===== config.mk =====
export PLATFORM = sky130hd
export DESIGN_NAME = interrupt_controller
export DESIGN_NICKNAME = d
export VERILOG_FILES = /design/src/rtl/interrupt_controller.sv
export SDC_FILE = /design/constraint.sdc
export NUM_CORES = 1
export LEC_CHECK = 0
export ABC_AREA = 1
export BUFFER_PORTS_ARGS = -buffer_cell sky130_fd_sc_hd__buf_2
export CAP_MARGIN = 20
export CORE_MARGIN = 2
export CORE_UTILIZATION = 40
export DETAILED_ROUTE_END_ITERATION = 8
export PLACE_DENSITY = 0.88
export REMOVE_ABC_BUFFERS = 1
export SLEW_MARGIN = 20
export SYNTH_ARGS = -nofsm -noshare
export SYNTH_HDL_FRONTEND = slang
export SYNTH_SLANG_ARGS = --single-unit

===== constraint.sdc =====
create_clock -name clock -period 1.7 [get_ports clock]
set_clock_uncertainty 0.1 [all_clocks]
set_input_delay 0 -clock clock [delete_from_list [all_inputs] [get_ports clock]]
set_output_delay 0 -clock clock [all_outputs]
set_load 0.05 [all_outputs]

===== src/rtl/interrupt_controller.sv =====
// interrupt_controller
//   Machine-mode interrupt entry sequencer for a single-hart core. External
//   interrupt lines are edge-captured into per-source pending bits. Their
//   enabled OR forms MEIP. MEI/MSI/MTI are arbitrated by fixed priority into
//   a single registered trap request carrying its mcause value. Once the core
//   acknowledges a request, no further request is raised until mret.
//
// Ports
//   clock, reset          clock; asynchronous active-high reset
//   ext_irq, ext_enable   raw external levels (already synchronous) and per-source enable
//   msip, mtip            software / timer pending levels
//   mstatus_mie           global machine interrupt enable
//   mie_meie/msie/mtie    per-class enables
//   stall                 core stall; blocks raising a new request
//   trap_ack              core entered the trap this cycle
//   mret                  core executed mret this cycle
//   claim                 software claims claim_id this cycle
//   claim_id              lowest-index pending and enabled source (0 when none)
//   pending               pending register
//   meip                  OR of pending & ext_enable
//   trap_request          registered request to the core
//   trap_cause            mcause for the request; holds its value while request is low
module interrupt_controller #(
  parameter int NUM_SOURCES = 4,
  parameter int ID_WIDTH    = 2
) (
  input  logic                   clock,
  input  logic                   reset,
  input  logic [NUM_SOURCES-1:0] ext_irq,
  input  logic [NUM_SOURCES-1:0] ext_enable,
  input  logic                   msip,
  input  logic                   mtip,
  input  logic                   mstatus_mie,
  input  logic                   mie_meie,
  input  logic                   mie_msie,
  input  logic                   mie_mtie,
  input  logic                   stall,
  input  logic                   trap_ack,
  input  logic                   mret,
  input  logic                   claim,
  output logic [ID_WIDTH-1:0]    claim_id,
  output logic [NUM_SOURCES-1:0] pending,
  output logic                   meip,
  output logic                   trap_request,
  output logic [31:0]            trap_cause
);

  localparam logic [31:0] CAUSE_MEI = 32'h8000000B;
  localparam logic [31:0] CAUSE_MSI = 32'h80000003;
  localparam logic [31:0] CAUSE_MTI = 32'h80000007;

  typedef enum logic [1:0] {
    IDLE     = 2'd0,
    REQUEST  = 2'd1,
    HANDLING = 2'd2
  } state_t;

  state_t                 state_q, state_d;
  logic [NUM_SOURCES-1:0] pending_q, pending_d;
  logic [NUM_SOURCES-1:0] ext_prev_q, ext_prev_d;
  logic                   trap_request_q, trap_request_d;
  logic [31:0]            trap_cause_q, trap_cause_d;

  logic [NUM_SOURCES-1:0] active;
  logic                   mei, msi, mti, any_irq;
  logic [31:0]            cause_sel;

  // Source selection: the loop runs from the top index down, so the lowest
  // pending and enabled index is the one written last.
  always_comb begin
    active   = pending_q & ext_enable;
    meip     = |active;
    claim_id = '0;
    for (int i = NUM_SOURCES - 1; i >= 0; i--) begin
      if (active[i]) claim_id = ID_WIDTH'(i);
    end
  end

  // Pending update. The claim clear is applied first and the new edges are
  // OR-ed in afterwards, so a set wins over a claim of the same bit.
  always_comb begin
    ext_prev_d = ext_irq;
    pending_d  = pending_q;
    if (claim && meip) begin
      for (int i = 0; i < NUM_SOURCES; i++) begin
        if (ID_WIDTH'(i) == claim_id) pending_d[i] = 1'b0;
      end
    end
    pending_d = pending_d | (ext_irq & ~ext_prev_q);
  end

  // Effective interrupts and fixed-priority cause (MEI > MSI > MTI).
  always_comb begin
    mei     = meip & mie_meie;
    msi     = msip & mie_msie;
    mti     = mtip & mie_mtie;
    any_irq = mstatus_mie & (mei | msi | mti);
    if (mei)      cause_sel = CAUSE_MEI;
    else if (msi) cause_sel = CAUSE_MSI;
    else          cause_sel = CAUSE_MTI;
  end

  // Request sequencing. The cause is only loaded on the IDLE->REQUEST step,
  // so it stays frozen while the request is up and holds after it drops.
  always_comb begin
    state_d        = state_q;
    trap_request_d = trap_request_q;
    trap_cause_d   = trap_cause_q;
    case (state_q)
      IDLE: begin
        if (any_irq && !stall) begin
          state_d        = REQUEST;
          trap_request_d = 1'b1;
          trap_cause_d   = cause_sel;
        end
      end
      REQUEST: begin
        if (trap_ack) begin
          state_d        = HANDLING;
          trap_request_d = 1'b0;
        end else if (!any_irq) begin
          state_d        = IDLE;
          trap_request_d = 1'b0;
        end
      end
      HANDLING: begin
        if (mret) state_d = IDLE;
      end
      default: begin
        state_d        = IDLE;
        trap_request_d = 1'b0;
      end
    endcase
  end

  always_ff @(posedge clock or posedge reset) begin
    if (reset) begin
      state_q        <= IDLE;
      pending_q      <= '0;
      ext_prev_q     <= '0;
      trap_request_q <= 1'b0;
      trap_cause_q   <= '0;
    end else begin
      state_q        <= state_d;
      pending_q      <= pending_d;
      ext_prev_q     <= ext_prev_d;
      trap_request_q <= trap_request_d;
      trap_cause_q   <= trap_cause_d;
    end
  end

  assign pending      = pending_q;
  assign trap_request = trap_request_q;
  assign trap_cause   = trap_cause_q;

endmodule

# Yosys cells after proc, flatten, opt, wreduce, memory -nomap -nowiden
# Index checks and enable logic that the tools add are counted.
# op_classes
n_reduce_logical	9
n_bitwise	11
n_eq_ne	8
mux	20
# ops
operator	count
2-bit two-way mux	8
4-bit bitwise AND	2
4-bit two-way mux	2
1-bit two-way mux	7
2-bit case mux with 3 select lines	1
3-bit AND reduction	2
1-bit bitwise AND	4
2-bit == test, first input constant	2
2-bit logical NOT	2
2-bit != test, second input constant	2
4-bit inverter	1
4-bit bitwise OR	1
4-bit OR reduction	1
3-bit two-way mux	1
3-bit != test, second input constant	1
1-bit case mux with 3 select lines	1
1-bit by 2-bit == test with 1-bit output, first input constant	1
2-bit by 1-bit == test with 1-bit output, second input constant	1
2-bit == test, second input constant	1
1-bit logical AND	2
1-bit bitwise OR	2
2-bit AND reduction	1
1-bit logical NOT	1
1-bit inverter	1
# totals
in_bits	20
register_bits	43

# Depth between registers and ports, before layout
# logic_depth
word_depth	9
ltp_mapped	8
mapped_depth_nobuf	8

# Worst setup path before layout
# No wires, ideal clock.
# synth_timing
path_type	register to output
from	reg pending_q[2], in the netlist pending[2]
to	out claim_id[0]
path_stages_with_launch	4
t_required_ns	1.600
setup_slack_ns	-0.374
t_arrival_ns	1.974
n_path_buf	0
path_cell_list	dfrtp_1 -> nand2_2 -> nand3_1 -> a21boi_0
# synth_between
elab_chain_cells	4
# synth_lines
element	line_no	rtl
start: declaration	59	logic [NUM_SOURCES-1:0] pending_q, pending_d;
start signal: assignment	145	pending_q <= pending_d;
4-bit bitwise AND	71	active = pending_q & ext_enable;
2-bit two-way mux (3 in series)	75	if (active[i]) claim_id = ID_WIDTH'(i);
end: declaration	41	output logic [ID_WIDTH-1:0] claim_id,
# Every way passes these cells.

# Worst setup path after layout
# layout_timing
from	reg state_q[0]
to	reg state_q[1]
# layout_between
elab_chain_cells	3
elab_cells_between_ends	8
# layout_lines
element	line_no	rtl
start: declaration	58	state_t state_q, state_d;
start signal: assignment	144	state_q <= state_d;
2-bit by 1-bit == test with 1-bit output, or another cell as far along	109	case (state_q)
3-bit != test (no line) / 2-bit != test (equally long branches)	-	
3-bit AND reduction (no line)	-	
# Parallel ways exist; a longest one is shown, timed or not.
# A chain may end at the register's enable or synchronous reset.

==> impl_metrics.prom <==
# TYPE chip_impl_metric gauge
chip_impl_metric{name="r2r.worst_path.cells",unit=""} 4
chip_impl_metric{name="postSynthCellCount",unit=""} 97
chip_impl_metric{name="p_leak",unit="nW"} 0.628
chip_impl_metric{name="drt-initial-drc-count",unit=""} 5
chip_impl_info{name="prevailing_post_synth_register_cell",value="sky130_fd_sc_hd__dfrtp_1"} 1
chip_impl_metric{name="crit_path_max_fanout",unit=""} 3
chip_impl_metric{name="powerDensity",unit="nW/um^2"} 990
chip_impl_info{name="worst_r2r_endpoint",value="state_q[1]$_DFFE_PP0P_"} 1
chip_impl_metric{name="grt_first_pass_wirelength",unit="um"} 2420
chip_impl_metric{name="period_share",unit=""} 0.867
chip_impl_metric{name="routed_wl",unit="um"} 1610
chip_impl_metric{name="htree_levels",unit=""} 1
chip_impl_metric{name="placement_rows",unit=""} 16
chip_impl_metric{name="layout-drive-gt1-share",unit=""} 0.322
chip_impl_info{name="hold_wc_path_type",value="primary input to flop"} 1
chip_impl_metric{name="clock.fmax",unit="GHz"} 0.678
chip_impl_info{name="post_synth_main_area_contributors",value="sky130_fd_sc_hd__dfrtp_1 (41%), sky130_fd_sc_hd__buf_4 (25%), sky130_fd_sc_hd__nand2_1 (6.6%)"} 1
chip_impl_metric{name="dieWidth",unit="um"} 50.3
chip_impl_metric{name="reg2reg_setup_slack",unit="ns"} 0.23
chip_impl_metric{name="postSynthRegisterBits",unit=""} 14
chip_impl_metric{name="timing.final.crit_period",unit="ns"} 1.47
chip_impl_metric{name="timing.critical_path.arrival",unit="ns"} 1.59
chip_impl_metric{name="vias",unit=""} 701
chip_impl_info{name="crit_path_cell_trace",value="inv_1 -> or2_0 -> o22ai_1 -> dlygate4sd3_1"} 1
chip_impl_info{name="setup_repair_after_global_routing_missed_its_margin",value="no"} 1
chip_impl_metric{name="num_antenna_cells",unit=""} 0
chip_impl_metric{name="worstSkewPairLatency",unit="ns"} 0.27
chip_impl_metric{name="preCtsSetupSlack",unit="ns"} 0.363
chip_impl_metric{name="seqCellArea",unit="um^2"} 350
chip_impl_metric{name="cap_viol_max_count",unit=""} 0
chip_impl_metric{name="path_clk_slew",unit="ns"} 0.08
chip_impl_metric{name="finalWorstSetupSlack",unit="ns"} 0.225
chip_impl_metric{name="drt-vias-per-instance",unit=""} 3.98
chip_impl_metric{name="cts.repair.resized",unit=""} 0
chip_impl_metric{name="whs_path_depth",unit=""} 4
chip_impl_info{name="endpoint_type_of_the_worst_setup_path",value="flop"} 1
chip_impl_metric{name="cp_num_cells",unit=""} 4
chip_impl_metric{name="post_synth_instance_area",unit="um^2"} 857
chip_impl_metric{name="clockBufferDepth",unit=""} 2
chip_impl_metric{name="port-buffer-count",unit=""} 32
chip_impl_metric{name="proportion_of_synthesized_flip_flops_having_asynchronous_set_or_reset",unit=""} 1.00
chip_impl_info{name="outcome",value="completed"} 1
chip_impl_info{name="worst_setup_path_start_kind",value="flop"} 1
chip_impl_info{name="synth_common_cells",value="sky130_fd_sc_hd__buf_4 (29), sky130_fd_sc_hd__nand2_1 (15), sky130_fd_sc_hd__dfrtp_1 (14), sky130_fd_sc_hd__inv_1 (11)"} 1
chip_impl_metric{name="final-setup-viol-count",unit=""} 0
chip_impl_info{name="cpMaxStageDelayCell",value="sky130_fd_sc_hd__dlygate4sd3_1"} 1
chip_impl_metric{name="gp_congestion",unit=""} 0.816
chip_impl_info{name="timing.setup.critical_path_class",value="flop to flop"} 1
chip_impl_info{name="cts_root_buf",value="sky130_fd_sc_hd__clkbuf_4"} 1
chip_impl_info{name="critPathTopFamily",value="buffers and inverters"} 1
chip_impl_info{name="min_delay_worst_endpoint",value="pending[3]$_DFF_PP0_"} 1
chip_impl_metric{name="nFillCells",unit=""} 157
chip_impl_metric{name="synth_to_final_area_change",unit="%"} 34.5
chip_impl_metric{name="count_of_boundary_i_o_pins",unit=""} 60
chip_impl_info{name="reg2reg_from",value="state_q[0]$_DFFE_PP0P_"} 1
chip_impl_metric{name="detailedRoute.firstPassIterationCount",unit=""} 3
chip_impl_metric{name="yosysUniqueCellTypes",unit=""} 21
chip_impl_metric{name="slew_viol_final",unit=""} 0
chip_impl_metric{name="multiInputGateArea",unit="um^2"} 345
chip_impl_metric{name="numClockSinks",unit=""} 14
chip_impl_metric{name="global_route.usage.total",unit=""} 0.129
chip_impl_metric{name="relSlewSlack",unit=""} 0.647
chip_impl_metric{name="finalHoldWorstSlack",unit="ns"} 0.0311
chip_impl_metric{name="yosys_warnings",unit=""} 0
chip_impl_metric{name="critical_path.n_buffers_inverters",unit=""} 2
chip_impl_metric{name="tns",unit="ns"} 0
chip_impl_metric{name="drt-wirelength-per-cell",unit="um"} 9.13
chip_impl_info{name="synth_most_common_cell",value="sky130_fd_sc_hd__buf_4"} 1
chip_impl_metric{name="post-synth-top-area-fraction",unit=""} 0.409
chip_impl_metric{name="post-dp-hpwl",unit="um"} 1260
chip_impl_metric{name="grt_overflow_total",unit=""} 0
chip_impl_metric{name="die_area",unit="um^2"} 2530
chip_impl_metric{name="design.final.nets",unit=""} 170
chip_impl_metric{name="worstPathRequired",unit="ns"} 1.81
chip_impl_info{name="cts_tree",value="done"} 1
chip_impl_metric{name="grt_antenna_before_repair",unit=""} 0
chip_impl_metric{name="initial_standard_cell_utilization_of_the_core",unit=""} 0.432
chip_impl_metric{name="post-route-drc-count",unit=""} 0
chip_impl_metric{name="grt_pass1_vias",unit=""} 596
chip_impl_metric{name="die-height",unit="um"} 50.3
chip_impl_metric{name="count_of_flip_flops_with_a_built_in_enable_after_synthesis",unit=""} 0
chip_impl_metric{name="antenna_left",unit=""} 0
chip_impl_metric{name="grt_start_max_net_pins",unit=""} 15
chip_impl_metric{name="postSynthAreaPerCell",unit="um^2"} 8.84
chip_impl_metric{name="vdd_drop_max",unit="V"} 0.000533
chip_impl_info{name="yosys.area.top_type",value="sky130_fd_sc_hd__dfrtp_1"} 1
chip_impl_metric{name="cts-buffers-inserted",unit=""} 3
chip_impl_metric{name="cp_slowest_stage_delay",unit="ns"} 0.55
chip_impl_metric{name="core-area",unit="um^2"} 1980
chip_impl_metric{name="hold_viol_final",unit=""} 0
chip_impl_info{name="hold_path.startpoint",value="ext_enable[3]"} 1
chip_impl_metric{name="tightest_slew",unit="ns"} 0.530
chip_impl_metric{name="seq_area_frac_synth",unit=""} 0.409
power by group:
part | internal [mW] | leakage [nW] | total [mW] | switching, mW
logic | 0.120 | 0.446 | 0.509 | 0.389
clock network | 0.130 | 0.0210 | 0.229 | 0.0993
registers | 0.375 | 0.161 | 0.402 | 0.0274
total | 0.625 | 0.628 | 1.14 | 0.516
cells by family after synthesis:
logic type      Yosys count  synth area share
compound gates           11            0.0905
buf+inv                  40             0.302
flops                    14             0.409
other cells               1           0.00438
simple gates             31             0.194
timing repair:
action,4_1_cts,5_1_grt
hold endpoints to repair,27,0
endpoints found under the setup margin,0,1
hold buffers,18,0
buffers inserted,0,2
registers in the layout, indices dropped and copies added (netlist names):
| register | count |
|---|---|
| pending | 4 |
| ext_prev_q | 4 |
| trap_cause | 3 |
| trap_request | 1 |
| state_q | 2 |
area by class of cell:
| type | instances | area share |
|---|---|---|
| Tap cell | 27 | 0.0293 |
| Clock buffer | 4 | 0.0315 |
| Multi-Input combinational cell | 69 | 0.300 |
| Inverter | 11 | 0.0358 |
| Timing Repair Buffer | 51 | 0.300 |
| Sequential cell | 14 | 0.304 |
cell usage in the layout, fill, tap and decap left out, drive strengths merged:
cell          n
nor3          1
nor2          2
dlygate4sd3  17
clkbuf        4
a21oi         1
buf          34
nand3         5
o21ai         7
o2bb2ai       1
a21boi        1
or2           1
conb         27
dfrtp        14
nand4         1
nand2        21
o22ai         1
inv          11
worst register-to-register path, stage by stage (launching register included):
cell,delay [ns]
sky130_fd_sc_hd__dfrtp_1,0.38
sky130_fd_sc_hd__inv_1,0.06
sky130_fd_sc_hd__or2_0,0.22
sky130_fd_sc_hd__o22ai_1,0.11
sky130_fd_sc_hd__dlygate4sd3_1,0.55
stage by stage:
step	util	instance area [um^2]	cells	total power, mW
after floorplan	-	737	94	0.785
after detailed placement	0.470	931	153	0.880
after CTS	0.579	1150	175	1.14
after global routing	0.581	1150	176	1.21
final	0.581	1150	176	1.14
after global placement	0.470	931	153	0.870
worst max path at each step:
stage                                 from                        to  slack, ns
finish              state_q[0]$_DFFE_PP0P_    state_q[1]$_DFFE_PP0P_       0.23
global route          pending[2]$_DFF_PP0_               claim_id[0]       0.14
CTS                   pending[3]$_DFF_PP0_      pending[1]$_DFF_PP0_       0.05
floorplan             pending[2]$_DFF_PP0_               claim_id[0]      -0.37
detailed placement    pending[0]$_DFF_PP0_  trap_request$_DFFE_PP0P_       0.36
global placement      pending[0]$_DFF_PP0_  trap_request$_DFFE_PP0P_       0.45
layer usage:
layer  GRT usage  wire (um)
met5           0          0
met4      0.0450          7
met3      0.0744        174
met2       0.219        827
met1       0.131        598
Power figures use the tool's default switching activity.
